`src/rtl/serial_subtractor_nbits_clk.sv`:
```
// ---------------------------------------------------------------------------
// serial_subtractor_nbits_clk
//
// Bit-serial unsigned subtractor. Computes a - b one bit per clock, LSB
// first, and returns the width-bit difference with the borrow-out packed
// into the MSB of the result. Companion of the bit-serial n-bit adder.
//
// Handshake (start/busy/done):
//   start_i is sampled only while idle. The cycle it is seen high, a_i and
//   b_i are captured and the operation begins. busy_o stays high from the
//   next cycle until the done cycle ends. done_o pulses high for exactly one
//   cycle, and d_o carries the new result in that cycle. start_i is ignored
//   while busy; there is no queuing, so a held start is taken again on the
//   first idle cycle.
//
// Ports:
//   clk          in   1        rising-edge clock
//   rst_n        in   1        synchronous active-low reset
//   start_i      in   1        operation request (sampled in IDLE only)
//   a_i          in   width    minuend   (sampled with start_i)
//   b_i          in   width    subtrahend (sampled with start_i)
//   busy_o       out  1        operation in progress (RUN or DONE)
//   done_o       out  1        one-cycle completion pulse
//   d_o          out  width+1  {borrow_out, difference}
//   dbg_state_o  out  2        current FSM state (0 IDLE, 1 RUN, 2 DONE)
// ---------------------------------------------------------------------------
module serial_subtractor_nbits_clk #(
  parameter int width = 8
) (
  input  logic             clk,
  input  logic             rst_n,
  input  logic             start_i,
  input  logic [width-1:0] a_i,
  input  logic [width-1:0] b_i,
  output logic             busy_o,
  output logic             done_o,
  output logic [width:0]   d_o,
  output logic [1:0]       dbg_state_o
);

  localparam int CW = $clog2(width + 1);

  typedef enum logic [1:0] {
    S_IDLE = 2'd0,
    S_RUN  = 2'd1,
    S_DONE = 2'd2
  } state_t;

  state_t           r_state;
  state_t           w_state_next;

  logic [width-1:0] r_a;
  logic [width-1:0] r_b;
  logic [width-1:0] r_res;
  logic             r_bor;
  logic [CW-1:0]    r_cnt;
  logic [width:0]   r_d;

  logic             w_diff;
  logic             w_bor_next;
  logic             w_last;
  logic [width-1:0] w_res_next;

  // One full-subtractor slice on the current LSBs.
  assign w_diff     = r_a[0] ^ r_b[0] ^ r_bor;
  assign w_bor_next = (~r_a[0] & r_b[0]) | (~(r_a[0] ^ r_b[0]) & r_bor);

  // Difference bit enters at the MSB and walks right, so after width shifts
  // bit 0 of the answer sits in the LSB. Written as a truncated shift of the
  // concatenation so width=1 needs no special case.
  assign w_res_next = width'({w_diff, r_res} >> 1);

  assign w_last     = (r_cnt == CW'(width - 1));

  // Next-state logic
  always_comb begin
    w_state_next = r_state;
    case (r_state)
      S_IDLE:  if (start_i) w_state_next = S_RUN;
      S_RUN:   if (w_last)  w_state_next = S_DONE;
      S_DONE:  w_state_next = S_IDLE;
      default: w_state_next = S_IDLE;
    endcase
  end

  // State register
  always_ff @(posedge clk) begin
    if (!rst_n) r_state <= S_IDLE;
    else        r_state <= w_state_next;
  end

  // Datapath
  always_ff @(posedge clk) begin
    if (!rst_n) begin
      r_a   <= '0;
      r_b   <= '0;
      r_res <= '0;
      r_bor <= 1'b0;
      r_cnt <= '0;
      r_d   <= '0;
    end else begin
      case (r_state)
        S_IDLE: begin
          if (start_i) begin
            r_a   <= a_i;
            r_b   <= b_i;
            r_res <= '0;
            r_bor <= 1'b0;
            r_cnt <= '0;
          end
        end
        S_RUN: begin
          r_a   <= r_a >> 1;
          r_b   <= r_b >> 1;
          r_res <= w_res_next;
          r_bor <= w_bor_next;
          r_cnt <= r_cnt + CW'(1);
          // d_o only ever changes here, so it never shows a partial result.
          if (w_last) r_d <= {w_bor_next, w_res_next};
        end
        default: ;
      endcase
    end
  end

  // All outputs are decodes of registers; nothing flows from inputs.
  assign busy_o      = (r_state != S_IDLE);
  assign done_o      = (r_state == S_DONE);
  assign d_o         = r_d;
  assign dbg_state_o = r_state;

endmodule

```
`config.mk`:
```
export PLATFORM = sky130hd
export DESIGN_NAME = serial_subtractor_nbits_clk
export DESIGN_NICKNAME = d
export VERILOG_FILES = /design/src/rtl/serial_subtractor_nbits_clk.sv
export SDC_FILE = /design/constraint.sdc
export NUM_CORES = 1
export LEC_CHECK = 0
export BUFFER_PORTS_ARGS = -buffer_cell sky130_fd_sc_hd__buf_2
export CORE_ASPECT_RATIO = 0.8
export CORE_MARGIN = 1.5
export CORE_UTILIZATION = 58
export DETAILED_ROUTE_END_ITERATION = 10
export PLACE_DENSITY = 0.83
export SLEW_MARGIN = 20
export SYNTH_ARGS = -nofsm -noshare
export SYNTH_HDL_FRONTEND = slang
export SYNTH_SLANG_ARGS = --single-unit
```
`constraint.sdc`:
```
create_clock -name clk -period 1.9 [get_ports clk]
set_input_delay 0.285 -clock clk [delete_from_list [all_inputs] [get_ports clk]]
set_output_delay 0.285 -clock clk [all_outputs]
set_load 0.005 [all_outputs]
```
Word-level counts from Yosys, hierarchy flattened
Index checks and enable logic that the tools add are counted.
{"block": "op_classes", "addsub": 1, "n_eq_ne": 5, "n_mux": 13, "bitwise_logic": 7, "n_reduce_logical": 6}
{"cell": "8-bit one-hot mux with 2 select lines", "n": 3}
{"cell": "8-bit two-way mux", "n": 3}
{"cell": "4-bit one-hot mux with 2 select lines", "n": 1}
{"cell": "2-bit AND reduction", "n": 3}
{"cell": "4-bit by 1-bit adder with 4-bit output (second input constant)", "n": 1}
{"cell": "4-bit by 3-bit == test with 1-bit output (second input constant)", "n": 1}
{"cell": "2-bit two-way mux", "n": 2}
{"cell": "4-bit two-way mux", "n": 1}
{"cell": "2-bit != test (second input constant)", "n": 2}
{"cell": "2-bit one-hot mux with 2 select lines", "n": 1}
{"cell": "2-bit nonzero test", "n": 2}
{"cell": "1-bit AND", "n": 2}
{"cell": "2-bit by 1-bit == test with 1-bit output (second input constant)", "n": 1}
{"cell": "2-bit == test (second input constant)", "n": 1}
{"cell": "2-bit logical NOT", "n": 1}
{"cell": "1-bit inverter", "n": 2}
{"cell": "1-bit one-hot mux with 2 select lines", "n": 1}
{"cell": "1-bit XOR", "n": 2}
{"cell": "1-bit two-way mux", "n": 1}
{"cell": "1-bit bitwise OR", "n": 1}
{"block": "word_totals", "register_bits": 40, "in_bits": 19, "output_inout_bits": 13, "wordCells": 39}

Logic depth before layout (Yosys ltp)
Gate-level depths: netlist of run 1.
{"block": "logic_depth", "word_depth": 5, "mapped_depth": 5, "ltp_nobuf": 4}

Worst setup path after synthesis of run 1
Ideal clock, no wire load.
{"block": "synth_timing", "path_type": "flip-flop to flip-flop", "startpoint": "register r_cnt[0]", "endpoint": "register r_d[8] (netlist: d_o[8])", "setup_ns": 0.079, "arrival_time_ns": 1.203, "required_time_ns": 1.821, "slack_ns": 0.617, "stages_incl_launch_ff": 6, "path_buffers": 1, "synth_period_minus_slack_ns": 1.283, "cell_sequence": "dfxtp_1 -> ha_1 -> and3b_1 -> and2_4 -> buf_6 -> a211oi_2"}
{"block": "synth_via", "elab_chain_cells": 2}
{"element": "start: declaration", "line": "56", "text": "logic [CW-1:0] r_cnt;"}
{"element": "start signal: assignment", "line": "117", "text": "r_cnt <= r_cnt + CW'(1);"}
{"element": "4-bit by 3-bit == test with 1-bit output", "line": "73", "text": "assign w_last = (r_cnt == CW'(width - 1));"}
{"element": "2-bit AND reduction (no source line)"}
{"element": "end signal: assignment", "line": "119", "text": "if (w_last) r_d <= {w_bor_next, w_res_next};"}
{"element": "end: declaration", "line": "57", "text": "logic [width:0] r_d;"}
Every way passes these cells.
A chain may end at the register's enable or synchronous reset.

Final worst setup path of run 1
{"block": "layout_timing", "startpoint": "register r_state[1] (netlist: dbg_state_o[1])", "endpoint": "output port done_o"}
{"block": "layout_via", "elab_chain_cells": 1}
{"element": "start: declaration", "line": "49", "text": "state_t r_state;"}
{"element": "start signal: assignment", "line": "89", "text": "else r_state <= w_state_next;"}
{"element": "2-bit == test", "line": "128", "text": "assign done_o = (r_state == S_DONE);"}
{"element": "end: declaration", "line": "36", "text": "output logic done_o,"}
Every way passes these cells.

==> reports/qor.yml, run 1 <==
status: "finished, final reports clean"
grt_max_degree: 34
syn_inst: 189
antenna_found_initial: 0
critPathTopFamily: "flip-flops"
r2r_start: "r_cnt[0]"
port-buffer-count: 31
max_cap_viol_count: 0
hpwl_um: 2570
power_leakage_nw: 0.783
ys.flop_type: "dfxtp_1"
path_max_fanout: 18
critical_path_class: "reg -> out"
initial_utilization_pct: 62.4
nFillCells: 228
placed_area_mm2: 0.00189
ys_types: 36
routed.top_layer: "met4"
grt_pass1_vias: 1317
grt_first_pass_wirelength_um: 6040
fin_crit_ns: 1.54
rsz0062_at_grt: "no"
critPathLaunch: "dbg_state_o[1]"
yosys-top-cells-area: "dfxtp_1, o221ai_1, a21oi_1, mux2i_1, nand2_1"
globalplace.congestion: 0.800
drive_above_1_share_pct: 24.9
skew_ns: 0.00822
layout.nets: 237
cp.required_ns: 1.62
diodes: 0
post_cts_buffers: 0
fin_area_mm2: 0.00198
power_frac_comb_pct: 11.0
via_per_inst: 5.92
hp-class: "in -> reg"
fmax_ghz: 0.649
p_per_area_mw_per_mm2: 812
area_growth_pct: 13.2
p_switching_mw: 0.424
seq_area_um2: 782
end_kind: "output pin"
crit_buf_inv: 2
die-area_mm2: 0.00336
num_vias: 1509
clockBufferDepth: 2
async_flop_share_pct: 0
worst_pin_slew_ns: 0.560
cts.sinks: 39
setup_viol: 0
wl_per_cell_um: 14.7
cts_tree: "done"
worstPathArrival_ns: 1.26
cts-htree-levels: 2
fin_tns_setup_ns: 0
yosys.area.top_type: "dfxtp_1"
path_cells: "inv_2 > nor2_1 > buf_2"
syn-num-nets: 210
drt-initial-drc-count: 73
internal_power_mw: 1.19
slew_viol_final: 0
clk_latency_ns: 0.29
fp.coreArea_mm2: 0.00281
slowest_stage: "dfxtp_2"
clkTransAtPathRegs_ns: 0.08
clock_power_share_pct: 34.1
route.antenna.remaining_nets: 0
irDropWorstVdd_mv: 0.511
wl_met1_um: 1750
fp-row-count: 17
avgSynthCellArea_um2: 9.27
die_h_um: 52.2
synth_top_area_share_pct: 44.6
syn_area_mm2: 0.00175
final_cell_mix: "dfxtp_1, buf_2, nand2_1"
power_frac_seq_pct: 54.9
synth_seq_area_share_pct: 44.6
die-width_um: 64.4
drc: 0
finalCritPeriodShare_pct: 81.2
io_pins: 32
globalRouteOverflowTotal: 0
power.share.switching_pct: 26.3
multiInputGateArea_um2: 846
wl_met3_um: 282
cts_root_buffer: "clkbuf_8"
hold_viol: 0
dr_wl_met2_um: 1670
ys_warn_count: 0
ys_ff_latch: 39
mostFrequentLayoutCell: "dfxtp_1"
numCtsBuffers: 5
slew_headroom_pct: 62.6
start_kind: "flip-flop"
routed_wl_um: 3750
min_from: "a_i[1]"
first_pass_iters: 4
synth_edf_count: 0
track_usage_pct: 23.9
critical_path.max_stage_delay_ns: 0.52
-- final cells by class --
cell class | instances | area share, %
sequential | 39 | 39.4
timing repair buffer | 35 | 9.34
inverter | 9 | 1.70
tap | 38 | 2.40
clock buffer | 5 | 3.47
clock inverter | 3 | 1.01
multi-input combinational | 126 | 42.6
-- through the flow --
| stage | worst slack [ns] | instances | hold WS, ns | power [mW] | utilization [%] |
|---|---|---|---|---|---|
| floorplan | 0.617 | 189 | 0.438 | 1.03 | - |
| global placement | 0.508 | 247 | 0.439 | 1.07 | 67.4 |
| detailed placement | 0.450 | 247 | 0.446 | 1.08 | 67.4 |
| CTS | 0.121 | 255 | 0.288 | 1.62 | 70.6 |
| global route | 0.285 | 255 | 0.292 | 1.68 | 70.6 |
| finish | 0.358 | 255 | 0.295 | 1.61 | 70.6 |
-- power by group through the flow --
stage	Combinational (mW)	Clock, mW	Sequential [mW]
after CTS	0.177	0.563	0.883
after detailed placement	0.176	0	0.901
final	0.178	0.549	0.884
after global placement	0.168	0	0.899
after floorplan	0.132	0	0.894
after global routing	0.198	0.598	0.888
-- worst reg2reg max path: stages (launching register included) --
cell and delay, ns:
dfxtp_1 0.39, ha_1 0.20, and3b_1 0.25, and2_4 0.27, mux2i_1 0.21
-- repair_timing --
| item | CTS | global route |
|---|---|---|
| endpoints found under the setup margin | 0 | 1 |
| hold buffers | 0 | 0 |
| gates resized for setup | 0 | 1 |
-- cell families after synthesis --
| kind of cell | share of synthesized area [%] |
|---|---|
| DFF | 44.6 |
| AOI/OAI and AO/OA | 25.6 |
| muxes | 4.57 |
| and+or+nand+nor | 16.2 |
| adders and majority gates | 1.86 |
| buffers and inverters | 7.14 |
-- per-layer routing --
layer / up-vias / global-route usage (%)
met5: - / 0
met4: 0 / 8.87
met3: 6 / 7.79
met2: 51 / 35.9
met1: 708 / 32.2
li1: 744 / -
-- cell usage after synthesis (2+ instances only) --
| library cell | n |
|---|---|
| o22ai_1 | 6 |
| a211oi_2 | 3 |
| clkbuf_1 | 4 |
| a22oi_1 | 8 |
| o21ai_1 | 2 |
| buf_4 | 6 |
| or3b_1 | 8 |
| nor2_1 | 14 |
| a21oi_1 | 16 |
| mux2i_1 | 8 |
| buf_2 | 4 |
| o221ai_1 | 12 |
| inv_1 | 8 |
| a32o_1 | 2 |
| nand2_1 | 19 |
| o21ai_0 | 9 |
| nand3_1 | 2 |
| nand2b_4 | 2 |
| dfxtp_1 | 39 |
-- state kept, by name, indices dropped and copies added (netlist names) --
name and flops:
r_b 8, r_a 8, r_bor 1, r_cnt 4, d_o 9, r_res 7, dbg_state_o 2
-- path summary, 6_finish.rpt --
path | endpoint | cells after the start | slack [ns]
worst max-delay path | done_o | 3 | 0.36
worst min register to register | d_o[5] | 2 | 0.46
worst max register to register | d_o[0] | 4 | 0.51
worst min-delay path | r_a[1] | 3 | 0.30
Power figures use the tool's default switching activity.
==> run 2, diff against run 1 <==
- ABC_AREA: unset -> 1
- CORE_UTILIZATION: 58 -> 54
- PLACE_DENSITY: 0.83 -> 0.78
- clock period: 1.9 -> 1.5 ns (I/O delays scaled with it)
==> reports/qor.yml, run 2 <==
status: "finished, final reports clean"
critical_path.max_stage_delay_ns: 0.38  # -0.14 ns
cts_resized: 0  # unchanged
synth.most_common_cell: "nand2_1"
fp-row-count: 18  # +1
slew_headroom_pct: 81.0  # +18 points
grt_first_pass_wirelength_um: 6140  # +1.7%
yosys-top-cells-area: "dfxtp_1, nand2_1, nor2_1, nand3_1, inv_1"
globalRouteOverflowTotal: 0  # unchanged
largest_register_ffs: 9  # unchanged
first_pass_iters: 4  # unchanged
die-area_mm2: 0.00355  # +5.6%
crit_buf_inv: 3  # +1
finalCritPeriodShare_pct: 93.8
ys_ff_latch: 39  # unchanged
placed_cells: 316  # +28%
ys_warn_count: 0  # unchanged
cts_root_buffer: "clkbuf_8"
area_growth_pct: 18.3
cts_tree: "done"
irDropWorstVdd_mv: 0.667  # +31%
clkTransAtPathRegs_ns: 0.07  # about the same
wl_per_cell_um: 11.1  # -25%
fin_area_mm2: 0.00204  # +3.0%
min_from: "b_i[7]"
synth_top_area_share_pct: 45.2  # +0.65 points
instances_no_fill: 324  # +27%
worst_hold_slack_ns: 0.209  # -0.0858 ns
avgSynthCellArea_um2: 6.93  # -25%
slowest_stage: "dfxtp_1"
post_cts_buffers: 0  # unchanged
io_pins: 32  # unchanged
multiInputGateArea_um2: 805  # -4.9%
skew_ns: 0.00516  # -0.00306 ns
async_flop_share_pct: 0  # unchanged
start_kind: "flip-flop"
die-width_um: 66.2  # +2.8%
worst_pin_slew_ns: 0.284  # -0.276 ns
hold_viol: 0  # unchanged
cp.required_ns: 1.27  # -0.35 ns
layout.nets: 304  # +28%
final_cell_mix: "nand2_1, nor2_1, dfxtp_1"
worstPathArrival_ns: 1.18  # -0.08 ns
routed_wl_um: 3590  # -4.1%
die_h_um: 53.6  # +2.7%
r2r_start: "r_cnt[0]"
hp-class: "in -> reg"
mostFrequentLayoutCell: "nand2_1"
syn_inst: 249  # +32%
globalplace.congestion: 0.792  # -1.0%
port-buffer-count: 31  # unchanged
slew_viol_final: 0  # unchanged
path_cells: "nor2_2 > buf_4 > inv_1 > buf_2"
ctsHoldBuffers: 0  # unchanged
initial_utilization_pct: 56.4  # -6.0 points
syn-num-nets: 270  # +29%
fin_tns_setup_ns: 0  # unchanged
synthTopCellsByCount: "nand2_1, nor2_1, dfxtp_1"
end_kind: "output pin"
yosys.area.top_type: "dfxtp_1"
grt_max_degree: 36  # +5.9%
track_usage_pct: 22.7  # -1.2 points
critPathTopFamily: "flip-flops"
nFillCells: 298  # +31%
fmax_ghz: 0.711
dpl_worst_slack_ns: 0.261  # -0.189 ns
setup_viol: 0  # unchanged
critical_path_class: "reg -> out"
drt-initial-drc-count: 95  # +30%
clockBufferDepth: 2  # unchanged
syn_area_mm2: 0.00173  # -1.4%
cts-htree-levels: 2  # unchanged
drc: 0  # unchanged
fp.coreArea_mm2: 0.00306  # +9.1%
fin_crit_ns: 1.41
power_leakage_nw: 0.952  # +22%
num_vias: 1588  # +5.2%
path_max_fanout: 18  # unchanged
ys.flop_type: "dfxtp_1"
p_per_area_mw_per_mm2: 1030  # +26%
route.antenna.remaining_nets: 0  # unchanged
antenna_found_initial: 0  # unchanged
synth_seq_area_share_pct: 45.2  # +0.65 points
max_cap_viol_count: 0  # unchanged
clk_latency_ns: 0.29  # about the same
drive_above_1_share_pct: 18.3  # -6.6 points
seq_area_um2: 781  # -0.16%
synth_edf_count: 0  # unchanged
grt_pass1_vias: 1404  # +6.6%
cts.sinks: 39  # unchanged
via_per_inst: 4.90  # -17%
post-route-worst-setup-slack_ns: 0.0932  # -0.265 ns
critPathLaunch: "dbg_state_o[0]"
placed_area_mm2: 0.00194  # +2.6%
hpwl_um: 2430  # -5.4%
diodes: 0  # unchanged
ys_types: 21  # -42%
rsz0062_at_grt: "no"
numCtsBuffers: 5  # unchanged
[run 2: changes by cell type after synthesis, sizes merged, moves of 12 or more]
cell	change
o221ai	-12
nand2	+50
nor2	+33
nand3	+30
inv	+12
[run 2: path summary, 6_finish.rpt]
path,endpoint,slack (ns),cells past startpoint
setup / recovery,busy_o,0.09,4
hold / removal,r_b[7],0.21,3
setup reg to reg,d_o[8],0.22,5
hold reg to reg,r_res[1],0.46,2
[run 2: cells by family after synthesis]
kind of cell             share of synthesized area, %
AND/OR/NAND/NOR                                  39.8
flip-flops                                       45.2
buffers and inverters                            8.19
AO/OA/AOI/OAI                                    4.93
adder cells (fa/ha/maj)                          1.88
[run 2: per-stage QoR]
stage	utilization (%)	power, mW
3_3_place_gp	63.4	1.35
3_5_place_dp	63.4	1.36
2_1_floorplan	-	1.28
6_report	66.7	2.10
4_1_cts	66.7	2.11
5_1_grt	66.7	2.20
[run 2: layer usage]
| metal | wire, um | share of wire (%) | track usage [%] |
|---|---|---|---|
| met1 | 1810 | 50 | 30.7 |
| met5 | 0 | 0 | 0 |
| met3 | 136 | 3.8 | 4.39 |
| met2 | 1610 | 45 | 36.3 |
| met4 | 35 | 0.97 | 8.84 |
[run 2: layout make-up]
type | count | area share, %
Sequential cell | 39 | 38.2
Clock buffer | 8 | 4.90
Inverter | 21 | 3.86
Tap cell | 40 | 2.45
Timing Repair Buffer | 39 | 11.2
Multi-Input combinational cell | 177 | 39.4
[run 2: power breakdown]
group          internal, mW  switching, mW
clock network         0.419          0.342
registers              1.07         0.0221
logic                0.0960          0.146
[run 2: worst reg2reg max path, delay by kind of cell, from the launching register on]
| family | cells | cell delay (ns) |
|---|---|---|
| and+or+nand+nor | 4 | 0.61 |
| adders and majority gates | 1 | 0.22 |
| DFF | 1 | 0.38 |
==> run 3, diff against run 2 <==
- CORE_UTILIZATION: 54 -> 57
- CTS_BUF_LIST: unset -> sky130_fd_sc_hd__clkbuf_8
- PLACE_DENSITY: 0.78 -> 0.82
==> reports/qor.yml, run 3 (synthesized netlist as in run 2, its figures left out) <==
placed_cells: 314  # -0.63%
slew_viol_final: 0  # unchanged
largest_register_ffs: 9  # unchanged
fin_crit_ns: 1.40  # -0.0107 ns
instances_no_fill: 322  # -0.62%
fp.coreArea_mm2: 0.00283  # -7.6%
layout.nets: 304  # unchanged
power_leakage_nw: 0.957  # +0.44%
status: "finished, final reports clean"
worst_pin_slew_ns: 0.264  # -0.0199 ns
rsz0062_at_grt: "no"
cts.sinks: 39  # unchanged
critical_path.max_stage_delay_ns: 0.36  # -0.02 ns
worstPathArrival_ns: 1.17  # about the same
numCtsBuffers: 5  # unchanged
total_power_mw: 2.09  # about the same
ctsHoldBuffers: 0  # unchanged
grt_first_pass_wirelength_um: 6000  # -2.2%
irDropWorstVdd_mv: 0.713  # +7.0%
fp-row-count: 17  # -1
drive_above_1_share_pct: 18.3  # unchanged
worst_hold_slack_ns: 0.204  # -0.00546 ns
final_util_pct: 72.1  # +5.4 points
dpl_worst_slack_ns: 0.260  # -0.000790 ns
port-buffer-count: 31  # unchanged
cts-htree-levels: 2  # unchanged
die_h_um: 52.2  # -2.5%
die-width_um: 64.5  # -2.5%
grt_max_degree: 36  # unchanged
nFillCells: 258  # -13%
setup_viol: 0  # unchanged
globalRouteOverflowTotal: 0  # unchanged
post-route-worst-setup-slack_ns: 0.104  # +0.0107 ns
final_cell_mix: "nand2_1, nor2_1, dfxtp_1"
diodes: 0  # unchanged
cts_root_buffer: "clkbuf_8"
slowest_stage: "dfxtp_1"
critPathTopFamily: "buffers and inverters"
cts_resized: 0  # unchanged
wl_met3_um: 159  # +17%
routed.top_layer: "met4"
multiInputGateArea_um2: 805  # unchanged
critical_path_class: "reg -> out"
mostFrequentLayoutCell: "nand2_1"
wl_per_cell_um: 11.2  # +1.0%
area_growth_pct: 18.1
io_pins: 32  # unchanged
grt_pass1_vias: 1378  # -1.9%
first_pass_iters: 4  # unchanged
max_cap_viol_count: 0  # unchanged
wl_met1_um: 1770  # -2.0%
path_max_fanout: 18  # unchanged
hpwl_um: 2410  # -0.58%
routed_wl_um: 3610  # +0.42%
end_kind: "output pin"
hold_viol: 0  # unchanged
antenna_found_initial: 0  # unchanged
post_cts_buffers: 0  # unchanged
skew_ns: 0.00420  # -0.000952 ns
die-area_mm2: 0.00337  # -5.0%
clk_latency_ns: 0.29  # about the same
slew_headroom_pct: 82.4  # +1.3 points
globalplace.congestion: 0.748  # -5.5%
seq_area_um2: 781  # unchanged
p_per_area_mw_per_mm2: 1030  # about the same
dr_wl_met2_um: 1610  # +0.12%
crit_buf_inv: 3  # unchanged
track_usage_pct: 23.8  # +1.0 points
clkTransAtPathRegs_ns: 0.07  # about the same
finalCritPeriodShare_pct: 93.1  # -0.71 points
hp-class: "in -> reg"
fmax_ghz: 0.716  # +0.77%
placed_area_mm2: 0.00194  # -0.13%
clockBufferDepth: 2  # unchanged
cp.required_ns: 1.27  # about the same
via_per_inst: 4.96  # +1.2%
initial_utilization_pct: 61.0  # +4.7 points
drc: 0  # unchanged
start_kind: "flip-flop"
num_vias: 1597  # +0.57%
fin_area_mm2: 0.00204  # -0.12%
cts_tree: "done"
route.antenna.remaining_nets: 0  # unchanged
path_cells: "nor2_2 > buf_4 > inv_1 > buf_2"
fin_tns_setup_ns: 0  # unchanged
drt-initial-drc-count: 119  # +25%
run 3: cell types whose count changed in the layout (fill, tap and decap cells not counted), sizes merged:
cell,before,now
clkbuf,8,7
inv,21,22
run 3: worst paths after layout:
kind / cells past startpoint / to / startpoint / slack, ns
worst min register to register: 2 / r_res[1] / r_res[1] / 0.46
worst max register to register: 7 / d_o[8] / r_cnt[0] / 0.21
worst max-delay path: 4 / busy_o / dbg_state_o[0] / 0.10
worst min-delay path: 3 / r_b[7] / b_i[7] / 0.20
run 3: worst register-to-register path: stages, from the launching register on:
cell and delay [ns]:
dfxtp_1 0.39, ha_1 0.22, nand2_1 0.09, nor2_1 0.11
buf_4 0.17, nand3_1 0.10, nand2_1 0.08, nor2_1 0.04
run 3: layer usage:
layer | global-route usage, % | vias up
li1 | - | 844
met5 | 0 | -
met3 | 5.81 | 6
met4 | 10.6 | 0
met1 | 29.6 | 714
met2 | 39.6 | 33
run 3: where the power goes:
part | internal, mW | leakage, nW | total, mW | switching (mW)
clock | 0.412 | 0.0557 | 0.759 | 0.347
sequential | 1.07 | 0.317 | 1.09 | 0.0223
combinational | 0.0954 | 0.584 | 0.242 | 0.146
run 3: cell type report:
type                       count  share of cell area [%]
clock buffer                   7                    4.72
clock inverter                 1                   0.184
inverter                      21                    3.87
multi-input combinational    177                    39.4
sequential                    39                    38.3
tap                           38                    2.33
timing repair buffer          39                    11.2
